$ cat src/rtl/dac_spi_frame_decoder.sv
`timescale 1ns/1ps
`default_nettype none
// +--------------------------------------------------------------------------+
// | Module : dac_spi_frame_decoder                                           |
// | Brief  : Oversampling receiver/decoder for 24-bit quad-DAC SPI frames.   |
// | Rev    : 1.0                                                             |
// +--------------------------------------------------------------------------+
module dac_spi_frame_decoder #(
    parameter int DATA_W      = 16,
    parameter int SYNC_STAGES = 2
) (
    input  logic              clk,
    input  logic              rst,
    input  logic              spi_sclk,
    input  logic              spi_sync_n,
    input  logic              spi_din,
    input  logic              ldac_n,
    output logic              frame_valid,
    output logic              frame_err,
    output logic [2:0]        frame_cmd,
    output logic [2:0]        frame_addr,
    output logic [15:0]       frame_data,
    output logic [DATA_W-1:0] dac_a,
    output logic [DATA_W-1:0] dac_b,
    output logic [DATA_W-1:0] dac_c,
    output logic [DATA_W-1:0] dac_d,
    output logic [3:0]        ldac_mask
);

    localparam logic [1:0] c_IDLE   = 2'd0;
    localparam logic [1:0] c_SHIFT  = 2'd1;
    localparam logic [1:0] c_DECODE = 2'd2;
    localparam logic [1:0] c_DONE   = 2'd3;

    // Bit order in the synchronizer vector: {ldac_n, din, sync_n, sclk}
    logic [3:0]        r_sync [SYNC_STAGES];
    logic [3:0]        r_prev;
    logic [3:0]        w_cur;
    logic              w_sclk_fall;
    logic              w_sync_fall;
    logic              w_sync_n;
    logic              w_din;
    logic              w_ldac_fall;

    logic [1:0]        r_state;
    logic [1:0]        w_state_nx;
    logic              w_shift;
    logic              w_err;
    logic              w_dec;
    // Only frame bits [21:0] are kept; bits [23:22] shift out unused.
    logic [21:0]       r_sr;
    logic [4:0]        r_bitcnt;

    logic [2:0]        w_cmd;
    logic [2:0]        w_addr;
    logic [15:0]       w_data;
    logic [DATA_W-1:0] w_val;
    logic [3:0]        w_sel;

    logic [DATA_W-1:0] r_in  [4];
    logic [DATA_W-1:0] r_dac [4];
    logic [3:0]        r_mask;
    logic [DATA_W-1:0] w_in_nx  [4];
    logic [DATA_W-1:0] w_dac_nx [4];
    logic [3:0]        w_mask_nx;

    // Reset to 0 so a sync_n already low after reset is not seen as a frame start.
    always_ff @(posedge clk or posedge rst) begin
        if (rst) begin
            for (int k = 0; k < SYNC_STAGES; k++) r_sync[k] <= 4'b0;
            r_prev <= 4'b0;
        end else begin
            r_sync[0] <= {ldac_n, spi_din, spi_sync_n, spi_sclk};
            for (int k = 1; k < SYNC_STAGES; k++) r_sync[k] <= r_sync[k-1];
            r_prev <= r_sync[SYNC_STAGES-1];
        end
    end

    assign w_cur       = r_sync[SYNC_STAGES-1];
    assign w_sclk_fall = r_prev[0] & ~w_cur[0];
    assign w_sync_n    = w_cur[1];
    assign w_sync_fall = r_prev[1] & ~w_cur[1];
    assign w_din       = w_cur[2];
    assign w_ldac_fall = r_prev[3] & ~w_cur[3];

    always_ff @(posedge clk or posedge rst) begin
        if (rst) r_state <= c_IDLE;
        else     r_state <= w_state_nx;
    end

    always_comb begin
        w_state_nx = r_state;
        w_shift    = 1'b0;
        w_err      = 1'b0;
        case (r_state)
            c_IDLE:   if (w_sync_fall) w_state_nx = c_SHIFT;
            c_SHIFT: begin
                if (w_sclk_fall) begin
                    w_shift = 1'b1;
                    if (r_bitcnt == 5'd23) w_state_nx = c_DECODE;
                end else if (w_sync_n) begin
                    w_state_nx = c_IDLE;
                    w_err      = (r_bitcnt != 5'd0);
                end
            end
            c_DECODE: w_state_nx = c_DONE;
            default:  if (w_sync_n) w_state_nx = c_IDLE;
        endcase
    end

    always_ff @(posedge clk or posedge rst) begin
        if (rst) begin
            r_sr     <= 22'b0;
            r_bitcnt <= 5'd0;
        end else if (r_state == c_IDLE) begin
            r_bitcnt <= 5'd0;
        end else if (w_shift) begin
            r_sr     <= {r_sr[20:0], w_din};
            r_bitcnt <= r_bitcnt + 5'd1;
        end
    end

    assign w_dec  = (r_state == c_DECODE);
    assign w_cmd  = r_sr[21:19];
    assign w_addr = r_sr[18:16];
    assign w_data = r_sr[15:0];
    assign w_val  = w_data[15 -: DATA_W];

    always_comb begin
        w_sel = 4'b0;
        if (!w_addr[2])             w_sel[w_addr[1:0]] = 1'b1;
        else if (w_addr == 3'b111)  w_sel = 4'hF;
    end

    // Frame write first, then the LDAC transfer sees post-write input values.
    always_comb begin
        w_in_nx   = r_in;
        w_dac_nx  = r_dac;
        w_mask_nx = r_mask;
        if (w_dec) begin
            case (w_cmd)
                3'b000: for (int i = 0; i < 4; i++) if (w_sel[i]) begin
                    w_in_nx[i] = w_val;
                    if (r_mask[i]) w_dac_nx[i] = w_val;
                end
                3'b001: for (int i = 0; i < 4; i++) if (w_sel[i]) w_dac_nx[i] = r_in[i];
                3'b010: begin
                    for (int i = 0; i < 4; i++) if (w_sel[i]) w_in_nx[i] = w_val;
                    for (int i = 0; i < 4; i++) w_dac_nx[i] = w_in_nx[i];
                end
                3'b011: for (int i = 0; i < 4; i++) if (w_sel[i]) begin
                    w_in_nx[i]  = w_val;
                    w_dac_nx[i] = w_val;
                end
                3'b101: begin
                    for (int i = 0; i < 4; i++) begin
                        w_in_nx[i]  = '0;
                        w_dac_nx[i] = '0;
                    end
                    if (w_data[0]) w_mask_nx = 4'b0;
                end
                3'b110: w_mask_nx = w_data[3:0];
                default: ;
            endcase
        end
        if (w_ldac_fall)
            for (int i = 0; i < 4; i++) if (!w_mask_nx[i]) w_dac_nx[i] = w_in_nx[i];
    end

    always_ff @(posedge clk or posedge rst) begin
        if (rst) begin
            for (int i = 0; i < 4; i++) begin
                r_in[i]  <= '0;
                r_dac[i] <= '0;
            end
            r_mask      <= 4'b0;
            frame_valid <= 1'b0;
            frame_err   <= 1'b0;
            frame_cmd   <= 3'b0;
            frame_addr  <= 3'b0;
            frame_data  <= 16'b0;
        end else begin
            r_in        <= w_in_nx;
            r_dac       <= w_dac_nx;
            r_mask      <= w_mask_nx;
            frame_valid <= w_dec;
            frame_err   <= w_err;
            if (w_dec) begin
                frame_cmd  <= w_cmd;
                frame_addr <= w_addr;
                frame_data <= w_data;
            end
        end
    end

    assign dac_a     = r_dac[0];
    assign dac_b     = r_dac[1];
    assign dac_c     = r_dac[2];
    assign dac_d     = r_dac[3];
    assign ldac_mask = r_mask;

endmodule
`default_nettype wire

$ cat config.mk
export PLATFORM = sky130hd
export DESIGN_NAME = dac_spi_frame_decoder
export DESIGN_NICKNAME = d
export VERILOG_FILES = /design/src/rtl/dac_spi_frame_decoder.sv
export SDC_FILE = /design/constraint.sdc
export NUM_CORES = 1
export LEC_CHECK = 0
export CORE_ASPECT_RATIO = 1.2
export CORE_UTILIZATION = 43
export CTS_BUF_LIST = sky130_fd_sc_hd__clkbuf_8
export CTS_CLUSTER_SIZE = 40
export DETAILED_ROUTE_END_ITERATION = 12
export DONT_BUFFER_PORTS = 1
export GPL_TIMING_DRIVEN = 1
export MAX_ROUTING_LAYER = met4
export PLACE_DENSITY_LB_ADDON = 0.08
export SETUP_SLACK_MARGIN = 0.02
export SYNTH_ARGS = -nofsm -noshare
export SYNTH_HDL_FRONTEND = slang
export SYNTH_SLANG_ARGS = --single-unit
$ cat constraint.sdc
create_clock -name clk -period 9.3 [get_ports clk]
set_clock_uncertainty 0.05 [all_clocks]
set_input_delay 1.395 -clock clk [delete_from_list [all_inputs] [get_ports clk]]
set_output_delay 1.395 -clock clk [all_outputs]
set_load 0.005 [all_outputs]
==> flow_metrics.py, run 1 <==
metrics = {
    "status": {
        "outcome": "finished, final reports clean",
    },
    "drt": {
        "drt-wirelength-per-cell_um": 26.78,
        "route.vias.total": 10560,
        "wl_um": 41720,
        "first_iter_violations": 1063,
        "viasPerCell": 6.776,
        "first_pass_iters": 6,
        "drcViolationCount": 0,
        "ant_nets": 0,
    },
    "critical_path": {
        "cp.arrival_ns": 3.73,
        "cpLargestDelayFamily": "compound AO/OA/AOI/OAI gates",
        "end_kind": "register",
        "slowest_stage": "a221o_1",
        "crit_type": "register to register",
        "crit_fanout": 39,
        "cp_num_buf_inv": 3,
        "start_kind": "register",
        "crit_top_cell": "buf_4",
        "max_stage_delay_ns": 1.00,
        "worstPathRequired_ns": 9.65,
        "path_cells": "buf_4, clkinv_1, buf_4, nor3_2, a221o_1, o21ai_0, o22ai_1",
    },
    "timing": {
        "timing.setup.tns_ns": 0,
        "fmax_mhz": 296.2,
        "hold_violations": 0,
        "drv_slew": 0,
        "finalSetupViolCount": 0,
        "setup_ws_ns": 5.924,
        "rsz0062_at_grt": "false",
        "finalCritPeriodShare": 0.3630,
        "finalCriticalPeriod_ns": 3.376,
        "max-slew-margin-rel": 0.2406,
        "worst_pin_slew_ns": 1.139,
    },
    "grt": {
        "overflow": 0,
        "antenna_found_initial": 0,
        "grt_pass1_vias": 10280,
        "grt_start_max_net_pins": 131,
        "grt_pass1_wl_um": 63710,
        "track_usage": 0.3039,
    },
    "finish": {
        "syn_to_final_growth_pct": 4.135,
        "drive_gt1_frac": 0.1059,
        "layout_common_cells": "195 x dfrtp_1, 96 x a211oi_1, 84 x inv_1, 79 x o22ai_1, 73 x nand2_1",
        "layout_commonest_cell": "dfrtp_1",
        "layout.nets": 1213,
        "antenna_cells": 0,
        "final_cells": 1558,
    },
    "die": {
        "die_h_um": 184.9,
        "core_um2": 27250,
        "fp-row-count": 66,
        "io_pins": 98,
        "initial_core_util": 0.4397,
        "die_area_um2": 28540,
        "fp.dieW_um": 154.4,
    },
    "clock_tree": {
        "clk_pin_slew_ns": 0.11,
        "clkSinkCount": 196,
        "cts-buffers-inserted": 17,
        "root_buffer": "clkbuf_8",
        "cts_resized": 0,
        "htreeDepth": 4,
        "post_cts_buffers": 0,
        "cts_hold_buf": 0,
        "cts_tree": "done",
        "clock_latency_ns": 0.50,
        "clockBufferDepth": 2,
    },
    "logic_synthesis": {
        "syn_nets": 1310,
        "avgSynthCellArea_um2": 9.203,
        "syn_area_um2": 11980,
        "synth_seq_cells": 196,
        "async_reset_ff_frac": 1.000,
        "syn_inst": 1302,
        "synth_ff_type": "dfrtp_1",
        "synth.largest_area_cell": "dfrtp_1",
        "ys_warn_count": 0,
        "yosysTopAreaCellShare": 0.4093,
        "synth-edff-count": 0,
        "yosys-top-cells-area": "dfrtp_1 41%, a211oi_1 6.0%, mux2i_1 5.3%",
        "yosysUniqueCellTypes": 61,
        "yosysSeqAreaShare": 0.4093,
    },
    "place": {
        "pre_cts_ws_ns": 6.021,
        "dpl.hpwl_um": 24080,
        "placedCellCount": 1526,
        "io_buffers": 0,
        "gp_congestion": 0.8382,
    },
    "pwr": {
        "ir_drop_uv": 75.12,
        "powerDensity_nw_per_um2": 129.6,
        "p_leak_nw": 5.813,
    },
    "worst_hold_path": {
        "hp-class": "register to register",
    },
    "run": {
        "cap_violations": 0,
    },
}
==> flip-flops by register name, summed over array words and instances, names as in the netlist <==
register and count:
r_prev 3, ldac_mask 4, frame_err 1, frame_valid 1
frame_data 16, r_sync 4, frame_addr 3, frame_cmd 3
r_state 2, dac_b 16, r_bitcnt 5, dac_c 16
w_cur 4, r_sr 22, dac_a 16, r_in 64
dac_d 16
==> per-layer routing <==
metal / GRT usage / wire length [um]
met5: - / 0
met4: 0.1442 / 1804
met3: 0.07323 / 3476
met2: 0.4622 / 19180
met1: 0.3815 / 17260
==> synthesized netlist by cell type, drive strengths merged (31+ instances only) <==
| cell | count |
|---|---|
| buf | 48 |
| mux2i | 63 |
| inv | 87 |
| a311oi | 31 |
| a21oi | 67 |
| dfrtp | 196 |
| clkbuf | 100 |
| a211oi | 96 |
| o21ai | 89 |
| o22ai | 79 |
| nand2b | 35 |
| mux2 | 52 |
| nand2 | 73 |
| nor2 | 55 |
| a22oi | 32 |
==> worst register-to-register path, stage by stage, from the launching register on <==
cell and delay, ns:
dfrtp_1 0.34, buf_4 0.43, clkinv_1 0.13, buf_4 0.31, nor3_2 0.57, a221o_1 1.00, o21ai_0 0.24, o22ai_1 0.21
==> area by class of cell <==
type	count	area [um^2]
Tap cell	340	425.4
Sequential cell	196	4906
Clock buffer	17	234.0
Fill cell	2691	14770
Multi-Input combinational cell	871	6192
Inverter	87	334.1
Clock inverter	15	146.4
Timing Repair Buffer	32	240.2
==> cells by family after synthesis <==
| kind of cell | Yosys count | synth area share |
|---|---|---|
| mux | 115 | 0.1015 |
| simple gates | 225 | 0.09554 |
| fa+ha+maj | 2 | 0.002088 |
| flops | 196 | 0.4093 |
| compound gates | 523 | 0.3077 |
| buf+inv | 235 | 0.07821 |
| xor+xnor | 6 | 0.005639 |
==> worst paths after layout <==
path,startpoint,end,slack [ns],cells past startpoint
worst max-delay path,r_sr[20],dac_b[12],5.92,7
worst min-delay path,r_sync[5],w_cur[1],0.31,0
worst max register to register,r_sr[20],dac_b[12],5.92,7
worst min register to register,r_sync[5],w_cur[1],0.31,0
max in group asynchronous,rst,r_in[46],6.82,2
min in group asynchronous,rst,r_sync[4],0.88,1
==> stage by stage <==
stage            util  hold slack [ns]  power, mW  instance area (um^2)
6_report       0.4579           0.3080      1.617                 12480
3_3_place_gp   0.4439           0.2842      1.073                 12100
3_5_place_dp   0.4439           0.2863      1.075                 12100
5_1_grt        0.4579           0.3169      1.676                 12480
2_1_floorplan       -           0.2812      1.003                 11980
4_1_cts        0.4579           0.3111      1.633                 12480
==> where the power goes <==
group | total [mW] | internal, mW | switching, mW
Clock | 0.560 | 0.218 | 0.341
Sequential | 0.946 | 0.867 | 0.0792
Combinational | 0.111 | 0.0441 | 0.0673
Total | 1.62 | 1.13 | 0.488
Note: power is estimated with default switching activity, not from simulation.
==> inputs of run 2 (changes only) <==
Clock period 9.3 ns to 3.5 ns, I/O delays scaled along.
==> flow_metrics.py, run 2 (synthesis gave the netlist of run 1 again) <==
metrics = {
    "timing": {
        "drv_slew": 0,
        "setup_ws_ns": 0.6048,
        "timing.setup.tns_ns": 0,
        "finalCritPeriodShare": 0.8272,
        "hold-worst-slack_ns": 0.3088,
        "rsz0062_at_grt": "false",
        "worst_pin_slew_ns": 1.024,
        "hold_violations": 0,
        "max-slew-margin-rel": 0.3139,
        "finalSetupViolCount": 0,
        "fmax_mhz": 345.4,
        "finalCriticalPeriod_ns": 2.895,
    },
    "clock_tree": {
        "clock_latency_ns": 0.50,
        "root_buffer": "clkbuf_8",
        "cts_hold_buf": 5,
        "cts_resized": 0,
        "post_cts_buffers": 0,
        "clk_pin_slew_ns": 0.11,
        "cts-buffers-inserted": 17,
        "clkSinkCount": 196,
        "cts_tree": "done",
        "htreeDepth": 4,
        "clockBufferDepth": 2,
    },
    "critical_path": {
        "cp_num_buf_inv": 0,
        "crit_fanout": 18,
        "slowest_stage": "xnor2_2",
        "worstPathRequired_ns": 3.83,
        "start_kind": "register",
        "max_stage_delay_ns": 0.82,
        "end_kind": "register",
        "cpLargestDelayFamily": "XOR/XNOR gates",
        "cp.arrival_ns": 3.23,
        "crit_type": "register to register",
        "path_cells": "xnor2_2, nand3_2, mux2_1, a211oi_1, o22ai_1",
    },
    "grt": {
        "grt_start_max_net_pins": 88,
        "grt_pass1_vias": 10070,
        "grt_pass1_wl_um": 63930,
        "track_usage": 0.3075,
        "overflow": 0,
        "antenna_found_initial": 0,
    },
    "die": {
        "io_pins": 98,
        "initial_core_util": 0.4397,
        "core_um2": 27250,
        "fp.dieW_um": 154.4,
        "die_area_um2": 28540,
        "die_h_um": 184.9,
        "fp-row-count": 66,
    },
    "finish": {
        "antenna_cells": 0,
        "largestRegisters": "r_in x64, r_sr x22",
        "drive_gt1_frac": 0.1211,
        "syn_to_final_growth_pct": 6.724,
        "regMostFlops": "r_in",
        "layout.nets": 1242,
        "layout_commonest_cell": "dfrtp_1",
        "n_fill_cell": 2627,
        "largest_reg_flops": 64,
        "layout_common_cells": "195 x dfrtp_1, 96 x a211oi_1, 86 x inv_1, 79 x o22ai_1, 73 x nand2_1",
    },
    "drt": {
        "first_pass_iters": 8,
        "wl_um": 42330,
        "drcViolationCount": 0,
        "viasPerCell": 6.699,
        "drt-wirelength-per-cell_um": 26.67,
        "first_iter_violations": 1170,
        "route.vias.total": 10630,
        "ant_nets": 0,
    },
    "place": {
        "dpl.hpwl_um": 25290,
        "io_buffers": 0,
        "gp_congestion": 0.8400,
        "pre_cts_ws_ns": 0.6741,
    },
    "pwr": {
        "powerDensity_nw_per_um2": 349.8,
        "seqPwrFrac": 0.564,
        "power_switching_share": 0.2922,
        "ir_drop_uv": 203.5,
        "clkPwrFrac": 0.366,
        "switching_power_mw": 1.307,
        "p_leak_nw": 5.988,
        "combPwrFrac": 0.070,
        "intPower_mw": 3.166,
    },
    "status": {
        "outcome": "finished, final reports clean",
    },
    "worst_hold_path": {
        "hp-class": "register to register",
    },
    "run": {
        "cap_violations": 0,
    },
}
## run 2: changes by cell type in the layout (fill, tap and decap cells not counted), sizes merged, moves of 2 or more
cell,delta
buf,+24
bufinv,+2
clkinv,-5
dlygate4sd3,+5
## run 2: routing by layer
metal / vias to the layer above / wire length [um] / track usage
met5: - / 0 / -
met4: 0 / 1417 / 0.1188
met3: 79 / 3593 / 0.07908
met2: 466 / 19430 / 0.4635
met1: 5314 / 17890 / 0.3963
li1: 4773 / - / -
## run 2: per-stage QoR
step / utilization / cell area (um^2) / total power, mW / instances
finish: 0.4693 / 12790 / 4.473 / 1587
global route: 0.4693 / 12790 / 4.616 / 1587
CTS: 0.4693 / 12790 / 4.503 / 1587
detailed placement: 0.4520 / 12320 / 2.867 / 1550
global placement: 0.4520 / 12320 / 2.862 / 1550
floorplan: - / 11990 / 2.666 / 1302
## run 2: layout make-up
class	instances	area, um^2	area share
Clock inverter	14	173.9	0.01360
Tap cell	340	425.4	0.03326
Timing Repair Buffer	61	520.5	0.04070
Clock buffer	18	247.7	0.01937
Sequential cell	196	4906	0.3836
Inverter	87	330.3	0.02583
Multi-Input combinational cell	871	6185	0.4836
## run 2: worst paths after layout
path,startpoint,slack [ns],to,depth (start not counted)
setup / recovery,r_sr[18],0.60,dac_c[6],5
hold / removal,r_sync[5],0.31,w_cur[1],0
setup reg to reg,r_sr[18],0.60,dac_c[6],5
hold reg to reg,r_sync[5],0.31,w_cur[1],0
max in group asynchronous,rst,1.96,r_in[58],3
min in group asynchronous,rst,0.53,r_sync[4],2
## run 2: power by group through the flow
stage / clock (mW) / sequential [mW] / combinational, mW
finish: 1.64 / 2.52 / 0.312
global route: 1.76 / 2.52 / 0.336
CTS: 1.68 / 2.51 / 0.314
detailed placement: 0 / 2.56 / 0.309
global placement: 0 / 2.56 / 0.304
floorplan: 0 / 2.38 / 0.291
## run 2: worst reg2reg max path, delay by kind of cell (launching register included)
| family | cells | cell delay (ns) |
|---|---|---|
| compound gates | 2 | 0.38 |
| xor+xnor | 1 | 0.82 |
| flops | 1 | 0.43 |
| mux | 1 | 0.50 |
| simple gates | 1 | 0.60 |
==> inputs of run 3 (changes only) <==
Clock period 3.5 ns to 2.9 ns, I/O delays scaled along.
==> flow_metrics.py, run 3 (synthesis gave the netlist of run 1 again) <==
metrics = {
    "critical_path": {
        "worstPathRequired_ns": 3.19,
        "rrSetupSlack_ns": 0.29,
        "max_stage_delay_ns": 0.70,
        "cp.arrival_ns": 2.90,
        "path_cells": "nor2b_1, buf_4, xnor2_1, nand2_1, buf_4, a2bb2oi_1, o22ai_1",
        "crit_type": "register to register",
        "end_kind": "register",
        "crit_fanout": 17,
        "slowest_stage": "dfrtp_1",
        "start_kind": "register",
        "crit_top_cell": "buf_4",
    },
    "pwr": {
        "ir_drop_uv": 232.2,
        "powerDensity_nw_per_um2": 412.1,
        "p_leak_nw": 6.119,
        "p_total_mw": 5.345,
    },
    "drt": {
        "drcViolationCount": 0,
        "wl_um": 42380,
        "route.vias.total": 10830,
        "first_iter_violations": 1316,
        "drt-wirelength-per-cell_um": 26.27,
        "ant_nets": 0,
        "first_pass_iters": 6,
        "viasPerCell": 6.712,
    },
    "grt": {
        "track_usage": 0.3096,
        "overflow": 0,
        "grt_start_max_net_pins": 64,
        "grt_pass1_vias": 10410,
        "antenna_found_initial": 0,
        "grt_pass1_wl_um": 64920,
    },
    "timing": {
        "rsz0062_at_grt": "false",
        "hold_violations": 0,
        "finalCritPeriodShare": 0.9004,
        "max-slew-margin-rel": 0.3798,
        "hold-worst-slack_ns": 0.3096,
        "fmax_mhz": 383.0,
        "timing.setup.tns_ns": 0,
        "finalCriticalPeriod_ns": 2.611,
        "drv_slew": 0,
        "worst_pin_slew_ns": 0.9123,
        "finalSetupViolCount": 0,
    },
    "clock_tree": {
        "clkSinkCount": 196,
        "clk_pin_slew_ns": 0.11,
        "cts-buffers-inserted": 17,
        "clockBufferDepth": 2,
        "cts_resized": 0,
        "root_buffer": "clkbuf_8",
        "cts_tree": "done",
        "htreeDepth": 4,
        "clock_latency_ns": 0.49,
    },
    "finish": {
        "largest_reg_flops": 64,
        "n_fill_cell": 2608,
        "drive_gt1_frac": 0.1398,
        "largestRegisters": "r_in x64, r_sr x22",
        "layout_common_cells": "195 x dfrtp_1, 96 x a211oi_1, 85 x inv_1, 79 x o22ai_1, 78 x buf_4",
        "layout_commonest_cell": "dfrtp_1",
        "final_cells": 1613,
        "fin_area_um2": 12970,
        "regMostFlops": "r_in",
        "antenna_cells": 0,
        "syn_to_final_growth_pct": 8.238,
        "layout.nets": 1268,
    },
    "worst_hold_path": {
        "hp-class": "register to register",
    },
    "place": {
        "placedCellCount": 1576,
        "dpl.hpwl_um": 26660,
        "gp_congestion": 0.8890,
        "place_area_um2": 12510,
        "io_buffers": 0,
    },
    "die": {
        "initial_core_util": 0.4397,
        "die_area_um2": 28540,
        "fp-row-count": 66,
        "core_um2": 27250,
        "io_pins": 98,
        "die_h_um": 184.9,
        "fp.dieW_um": 154.4,
    },
    "run": {
        "cap_violations": 0,
    },
    "status": {
        "outcome": "finished, final reports clean",
    },
}
run 3: changes by cell type in the layout (fill, tap and decap cells not counted), sizes merged:
cell / delta
buf: +26
clkbuf: +2
clkinv: -1
clkinvlp: -2
bufinv: -2
inv: +3
run 3: cell type report:
type / count / area [um^2] / share of cell area
timing repair buffer: 87 / 715.7 / 0.05518
multi-input combinational: 871 / 6185 / 0.4768
sequential: 196 / 4906 / 0.3783
inverter: 87 / 330.3 / 0.02547
clock buffer: 20 / 275.3 / 0.02122
clock inverter: 12 / 132.6 / 0.01023
tap: 340 / 425.4 / 0.03280
run 3: metal layers:
layer  wire, um  GRT usage
met5          0          -
met4       1433     0.1299
met3       3495    0.06083
met2      19500     0.4707
met1      17950     0.4037
run 3: timing repair:
item,4_1_cts,5_1_grt
setup buffers,0,0
hold buffers,5,0
endpoints found under the hold margin,30,0
run 3: stage by stage:
stage	utilization	setup WS (ns)
floorplan	-	-0.1174
global placement	0.4591	0.4616
finish	0.4759	0.2890
global route	0.4759	0.1910
CTS	0.4759	0.3335
detailed placement	0.4591	0.3436
run 3: worst paths after layout:
kind,start,depth (start not counted),endpoint
max in group asynchronous,rst,3,r_in[41]
min in group asynchronous,rst,2,dac_d[10]
hold reg to reg,r_sync[6],0,w_cur[2]
setup / recovery,r_sr[20],7,dac_a[8]
setup reg to reg,r_sr[20],7,dac_a[8]
hold / removal,r_sync[6],0,w_cur[2]
run 3: worst max-delay path, delay by kind of cell, from the launching register on:
family	cells	cell delay, ns
AO/OA/AOI/OAI	2	0.35
AND/OR/NAND/NOR	2	0.28
flip-flops	1	0.70
buffers and inverters	2	0.50
XOR/XNOR	1	0.57
run 3: power by group:
group	switching, mW	internal [mW]
clock	1.11	0.786
combinational	0.335	0.186
sequential	0.148	2.78
total	1.59	3.75
